[src/rtl/acc_stream_unit_if.sv]
// Stream, control and status bundle for acc_stream_unit.
// The master side produces values and control; the slave side is the accumulator stage.
interface acc_stream_unit_if #(
    parameter int WIDTH = 32,
    parameter int DEPTH = 4
);
    localparam int LW = $clog2(DEPTH) + 1;

    logic             valid;
    logic             ready;
    logic [WIDTH-1:0] value;
    logic             hold;
    logic             clear;
    logic [WIDTH-1:0] accumulator;
    logic             overflow;
    logic [LW-1:0]    level;
    logic [31:0]      accepted;
    logic [31:0]      stalls;

    modport master (
        output valid, value, hold, clear,
        input  ready, accumulator, overflow, level, accepted, stalls
    );

    modport slave (
        input  valid, value, hold, clear,
        output ready, accumulator, overflow, level, accepted, stalls
    );
endinterface

[src/rtl/acc_stream_unit.sv]
// Buffered accumulator: a small FIFO feeding a wrap or saturating adder,
// with transfer and stall counters for cross-checking by the producer side.
module acc_stream_unit #(
    parameter int WIDTH = 32,
    parameter int DEPTH = 4,
    parameter int SAT   = 0
) (
    input  logic              clock,
    input  logic              reset,
    acc_stream_unit_if.slave  bus
);
    localparam int PW = $clog2(DEPTH);
    localparam int LW = PW + 1;
    localparam logic [LW-1:0] FULL = LW'(DEPTH);

    logic [WIDTH-1:0] mem_q [DEPTH];
    logic [PW-1:0]    wr_ptr_q, wr_ptr_d;
    logic [PW-1:0]    rd_ptr_q, rd_ptr_d;
    logic [LW-1:0]    level_q, level_d;
    logic [WIDTH-1:0] acc_q, acc_d;
    logic             ovf_q, ovf_d;
    logic [31:0]      accepted_q, accepted_d;
    logic [31:0]      stalls_q, stalls_d;

    logic             ready;
    logic             push;
    logic             pop;
    logic [WIDTH-1:0] head;
    logic [WIDTH-1:0] base;
    logic [WIDTH:0]   sum;

    // Ready ignores hold: a full FIFO refuses a push even when a pop frees a slot.
    assign ready = !reset && (level_q != FULL);
    assign push  = bus.valid && ready;
    assign pop   = !reset && (level_q != '0) && !bus.hold;
    assign head  = mem_q[rd_ptr_q];
    assign base  = bus.clear ? '0 : acc_q;
    assign sum   = {1'b0, base} + {1'b0, head};

    always_comb begin
        wr_ptr_d   = wr_ptr_q;
        rd_ptr_d   = rd_ptr_q;
        level_d    = level_q;
        acc_d      = acc_q;
        ovf_d      = ovf_q;
        accepted_d = accepted_q;
        stalls_d   = stalls_q;

        if (reset) begin
            wr_ptr_d   = '0;
            rd_ptr_d   = '0;
            level_d    = '0;
            acc_d      = '0;
            ovf_d      = 1'b0;
            accepted_d = '0;
            stalls_d   = '0;
        end else begin
            if (push) begin
                wr_ptr_d   = wr_ptr_q + PW'(1);
                accepted_d = accepted_q + 32'd1;
            end
            if (pop) begin
                rd_ptr_d = rd_ptr_q + PW'(1);
            end
            case ({push, pop})
                2'b10:   level_d = level_q + LW'(1);
                2'b01:   level_d = level_q - LW'(1);
                default: level_d = level_q;
            endcase

            if (pop) begin
                if ((SAT != 0) && sum[WIDTH]) begin
                    acc_d = '1;
                end else begin
                    acc_d = sum[WIDTH-1:0];
                end
                ovf_d = (bus.clear ? 1'b0 : ovf_q) | sum[WIDTH];
            end else if (bus.clear) begin
                acc_d = '0;
                ovf_d = 1'b0;
            end

            if (bus.valid && !ready) begin
                stalls_d = stalls_q + 32'd1;
            end
        end
    end

    always_ff @(posedge clock) begin
        wr_ptr_q   <= wr_ptr_d;
        rd_ptr_q   <= rd_ptr_d;
        level_q    <= level_d;
        acc_q      <= acc_d;
        ovf_q      <= ovf_d;
        accepted_q <= accepted_d;
        stalls_q   <= stalls_d;
    end

    // Storage is not reset; occupancy alone decides which entries are live.
    always_ff @(posedge clock) begin
        if (push) begin
            mem_q[wr_ptr_q] <= bus.value;
        end
    end

    assign bus.ready       = ready;
    assign bus.accumulator = acc_q;
    assign bus.overflow    = ovf_q;
    assign bus.level       = level_q;
    assign bus.accepted    = accepted_q;
    assign bus.stalls      = stalls_q;
endmodule
[src/flat_wrapper.sv]
// flat-port wrapper written by rule: the top's interface ports become plain ports
module acc_stream_unit_flat 
#(
    parameter int WIDTH = 32,
    parameter int DEPTH = 4,
    parameter int SAT   = 0
)
  (clock, reset, bus_valid, bus_value, bus_hold, bus_clear, bus_ready, bus_accumulator, bus_overflow, bus_level, bus_accepted, bus_stalls);
  acc_stream_unit_if #(.WIDTH(WIDTH), .DEPTH(DEPTH)) bus_i ();
  input  logic clock;
  input  logic reset;
  input wire logic [$bits(bus_i.valid)-1:0] bus_valid;
  input wire logic [$bits(bus_i.value)-1:0] bus_value;
  input wire logic [$bits(bus_i.hold)-1:0] bus_hold;
  input wire logic [$bits(bus_i.clear)-1:0] bus_clear;
  output wire logic [$bits(bus_i.ready)-1:0] bus_ready;
  output wire logic [$bits(bus_i.accumulator)-1:0] bus_accumulator;
  output wire logic [$bits(bus_i.overflow)-1:0] bus_overflow;
  output wire logic [$bits(bus_i.level)-1:0] bus_level;
  output wire logic [$bits(bus_i.accepted)-1:0] bus_accepted;
  output wire logic [$bits(bus_i.stalls)-1:0] bus_stalls;
  assign bus_i.valid = bus_valid;
  assign bus_i.value = bus_value;
  assign bus_i.hold = bus_hold;
  assign bus_i.clear = bus_clear;
  assign bus_ready = bus_i.ready;
  assign bus_accumulator = bus_i.accumulator;
  assign bus_overflow = bus_i.overflow;
  assign bus_level = bus_i.level;
  assign bus_accepted = bus_i.accepted;
  assign bus_stalls = bus_i.stalls;
  acc_stream_unit #(.WIDTH(WIDTH), .DEPTH(DEPTH), .SAT(SAT)) u_core (.clock(clock), .reset(reset), .bus(bus_i));
endmodule
[config.mk]
export PLATFORM = sky130hd
export DESIGN_NAME = acc_stream_unit_flat
export DESIGN_NICKNAME = d
export VERILOG_FILES = /design/src/rtl/acc_stream_unit_if.sv /design/src/rtl/acc_stream_unit.sv /design/src/flat_wrapper.sv
export SDC_FILE = /design/constraint.sdc
export NUM_CORES = 1
export LEC_CHECK = 0
export ABC_AREA = 1
export CORE_ASPECT_RATIO = 0.5
export CORE_UTILIZATION = 40
export DETAILED_ROUTE_END_ITERATION = 12
export PLACE_DENSITY_LB_ADDON = 0.05
export SKIP_LAST_GASP = 1
export SYNTH_ARGS = -nofsm -noshare
export SYNTH_HDL_FRONTEND = slang
export SYNTH_SLANG_ARGS = --single-unit
[constraint.sdc]
create_clock -name clock -period 3.2 [get_ports clock]
set_input_delay 0.48 -clock clock [delete_from_list [all_inputs] [get_ports clock]]
set_output_delay 0.48 -clock clock [all_outputs]
set_load 0.01 [all_outputs]
==> impl_metrics.env <==
export IMPL_synth_edf_count=128
export IMPL_synthTopCellsByArea="edfxtp_1 (31%), dfxtp_1 (17%), nand2_1 (13%)"
export IMPL_vdd_ir_drop_max_mv=0.3301
export IMPL_yosys_area_top_type="edfxtp_1"
export IMPL_outcome="finished clean"
export IMPL_start_util=0.4094
export IMPL_ys_seq_area_frac=0.4775
export IMPL_cts_hold_fix_buffers=0
export IMPL_min_from="reset"
export IMPL_yosys_warnings=0
export IMPL_worstRegToRegCells=16
export IMPL_die_w_microns=251.9
export IMPL_crit_slowest_cell="fa_1"
export IMPL_worstHoldPathCells=3
export IMPL_p_total_mw=6.866
export IMPL_synth_most_common_cell="nand2_1"
export IMPL_first_global_vias=10180
export IMPL_diodes=0
export IMPL_timing_rr_end="u_core.bus.accumulator[20]$_SDFF_PP0_"
export IMPL_fin_skew_ns=0.01148
export IMPL_fin_crit_ns=3.010
export IMPL_hold_viol_final=0
export IMPL_grt_max_degree=51
export IMPL_yosysTopAreaCellShare=0.3077
export IMPL_postPlaceCellArea_sq_um=14450
export IMPL_hold_path_class="input pin to flop"
export IMPL_io_pins=138
export IMPL_final_area_sq_um=15160
export IMPL_yosys_top_cells_count="nand2_1 (437), inv_1 (231), nor2_1 (206)"
export IMPL_gp_congestion=0.9190
export IMPL_cts_resized=0
export IMPL_slew_headroom=0.6324
export IMPL_core_area_sq_um=30520
export IMPL_die_height_microns=127.0
export IMPL_final_cells=2218
export IMPL_crit_fanout=15
export IMPL_post_route_cells_drive_above_1_share=0.04958
export IMPL_htreeDepth=1
export IMPL_path_cells="clkinv_1 > buf_4 > o21ai_0 > o22ai_1 > ha_1 > fa_1 > nand3_1 > nand3_1 > nand3_1 > nand3b_1 > nand2_1 > nand2_1 > nand2_1 > nand3_1 > nand2_1 > inv_1"
export IMPL_tns_ns=0
export IMPL_clk_latency_ns=0.54
export IMPL_drtIter0Drc=696
export IMPL_clock_fmax_ghz=0.3322
export IMPL_grt_pass1_wl_microns=55030
export IMPL_syn_inst=1634
export IMPL_setup_viol=0
export IMPL_cts_root_buffer="clkbuf_16"
export IMPL_clock_sinks=234
export IMPL_start_kind="flop"
export IMPL_syn_area_per_cell_sq_um=7.646
export IMPL_drv_cap=0
export IMPL_fin_crit_sh=0.9406
export IMPL_dieArea_sq_um=31990
export IMPL_critPathArrivalTime_ns=3.44
export IMPL_synth_main_ff_cell="edfxtp_1"
export IMPL_port_buffers=137
export IMPL_dp_hpwl_microns=25050
export IMPL_vias=10890
export IMPL_r2r_slack_ns=0.19
export IMPL_power_density_nw_per_um2=453.0
export IMPL_critPathRequiredTime_ns=3.63
export IMPL_dr_pass1_iters=5
export IMPL_antenna_left=0
export IMPL_end_kind="flop"
export IMPL_cts_setup_buffers=0
export IMPL_dp_cells=2176
export IMPL_nets=1856
export IMPL_totalWireLength_microns=34660
export IMPL_cts_tree="done"
export IMPL_crit_buf_inv=3
export IMPL_ys_ff_latch=234
export IMPL_cts_buffer_depth=3
export IMPL_crit_type="flop to flop"
export IMPL_cts_made_buffers=23
export IMPL_clk_pin_slew_worst_paths_ns=0.06
export IMPL_syn_nets=1712
export IMPL_async_flop_share=0
export IMPL_syn_area_sq_um=12490
export IMPL_rows=45
export IMPL_p_leak_nw=6.168
export IMPL_overflow=0
export IMPL_tightest_slew_ns=0.5514
export IMPL_synthDistinctLibCells=34
export IMPL_slew_viol_final=0
export IMPL_rsz0062_at_grt="false"
export IMPL_track_usage=0.2175
export IMPL_grt_antenna_before_repair=0
export IMPL_path_delay_family="simple AND/OR/NAND/NOR gates"
export IMPL_drc_errors=0
export IMPL_area_growth_synth_to_final_pct=21.31
export IMPL_max_stage_delay_ns=0.44
export IMPL_min_to="u_core.bus.level[1]$_SDFFE_PP0P_"
export IMPL_via_per_inst=4.909
export IMPL_avgRoutedWirePerCell_microns=15.63
## worst register-to-register path, delay by kind of cell (launching register included)
kind,cells,cell delay (ns)
fa+ha+maj,2,0.72
simple gates,9,1.14
compound gates,2,0.34
buf+inv,3,0.34
flops,1,0.37
## cells in the final DEF, fill, tap and decap left out, types with 3 or more instances in the layout
master           synthesis  final
nand3_1                 72     72
o21ai_0                121    121
nand3b_1                 4      4
o22ai_1                 32     32
o21bai_1                 4      4
nand2_1                437    437
ha_1                    39     39
xnor2_1                 18     18
clkinv_1                 3     12
clkdlybuf4s50_1          0    136
nor2_4                   4      6
o31ai_1                  3      3
nor3_1                  23     23
dfxtp_1                106    105
edfxtp_1               128    128
a21oi_1                 83     83
nand3_2                  4      4
buf_4                    0     27
nor2_2                   6      8
a31oi_1                  3      3
clkbuf_16                0     23
nand4_1                 21     21
o21a_1                   6      6
nor3_2                   5      5
xor2_1                  18     18
nand2_2                  4      4
nor2_1                 206    202
clkbuf_1                36      4
inv_1                  231    231
## registers in the layout, indices dropped and copies added, names as in the netlist, named ones only
signal / cells
u_core.bus.overflow: 1
u_core.rd_ptr_q: 2
u_core.bus.stalls: 32
u_core.mem_q: 128
u_core.wr_ptr_q: 2
u_core.bus.level: 3
u_core.bus.accepted: 32
u_core.bus.accumulator: 32
## logic make-up (layout without fill, tap and decap cells)
logic type	after synthesis	count (layout)	share of synthesized area
compound gates	253	253	0.1077
flops	234	234	0.4775
buf+inv	282	443	0.08583
simple gates	788	788	0.2615
fa+ha+maj	41	41	0.04226
xor+xnor	36	36	0.02524
## power breakdown
group	leakage [nW]	switching [mW]	internal [mW]
sequential	2.02	0.0470	3.26
clock	0.342	1.20	1.43
combinational	3.81	0.597	0.337
total	6.17	1.84	5.03
## layer usage
layer	share of wire	wire, microns	vias up	GRT usage
li1	-	-	5581	-
met1	0.50	17390	5066	0.3151
met2	0.44	15330	212	0.3484
met3	0.044	1533	29	0.03407
met4	0.012	411	0	0.03351
met5	0	0	-	0
## through the flow
stage          setup slack [ns]    util  hold WS [ns]
4_1_cts                  0.2616  0.4966        0.4434
3_5_place_dp             0.1115  0.4734        0.4665
6_report                 0.1901  0.4966        0.4574
5_1_grt                 0.02222  0.4966        0.4663
2_1_floorplan            0.4263       -        0.4362
3_3_place_gp             0.1075  0.4734        0.4500
## worst max-delay path by stage
| stage | end | slack [ns] | depth (start not counted) |
|---|---|---|---|
| after floorplan | u_core.mem_q[0][0]$_DFFE_PP_ | 0.43 | 4 |
| after global placement | u_core.bus.overflow$_SDFF_PP0_ | 0.11 | 14 |
| after detailed placement | u_core.bus.accumulator[20]$_SDFF_PP0_ | 0.11 | 14 |
| after CTS | u_core.bus.accumulator[20]$_SDFF_PP0_ | 0.26 | 16 |
| after global routing | u_core.bus.accumulator[20]$_SDFF_PP0_ | 0.02 | 16 |
| final | u_core.bus.accumulator[20]$_SDFF_PP0_ | 0.19 | 16 |
## layout make-up
cell class	count	area (sq um)
fillers	3071	15360
well taps	423	529.3
inverters	236	885.9
clock inverters	14	105.1
multi-input cells	1118	5475
clock buffers	28	604.3
flip-flops and latches	234	5967
repair buffers	165	1589
No activity file was read; power rests on OpenSTA's default activity.
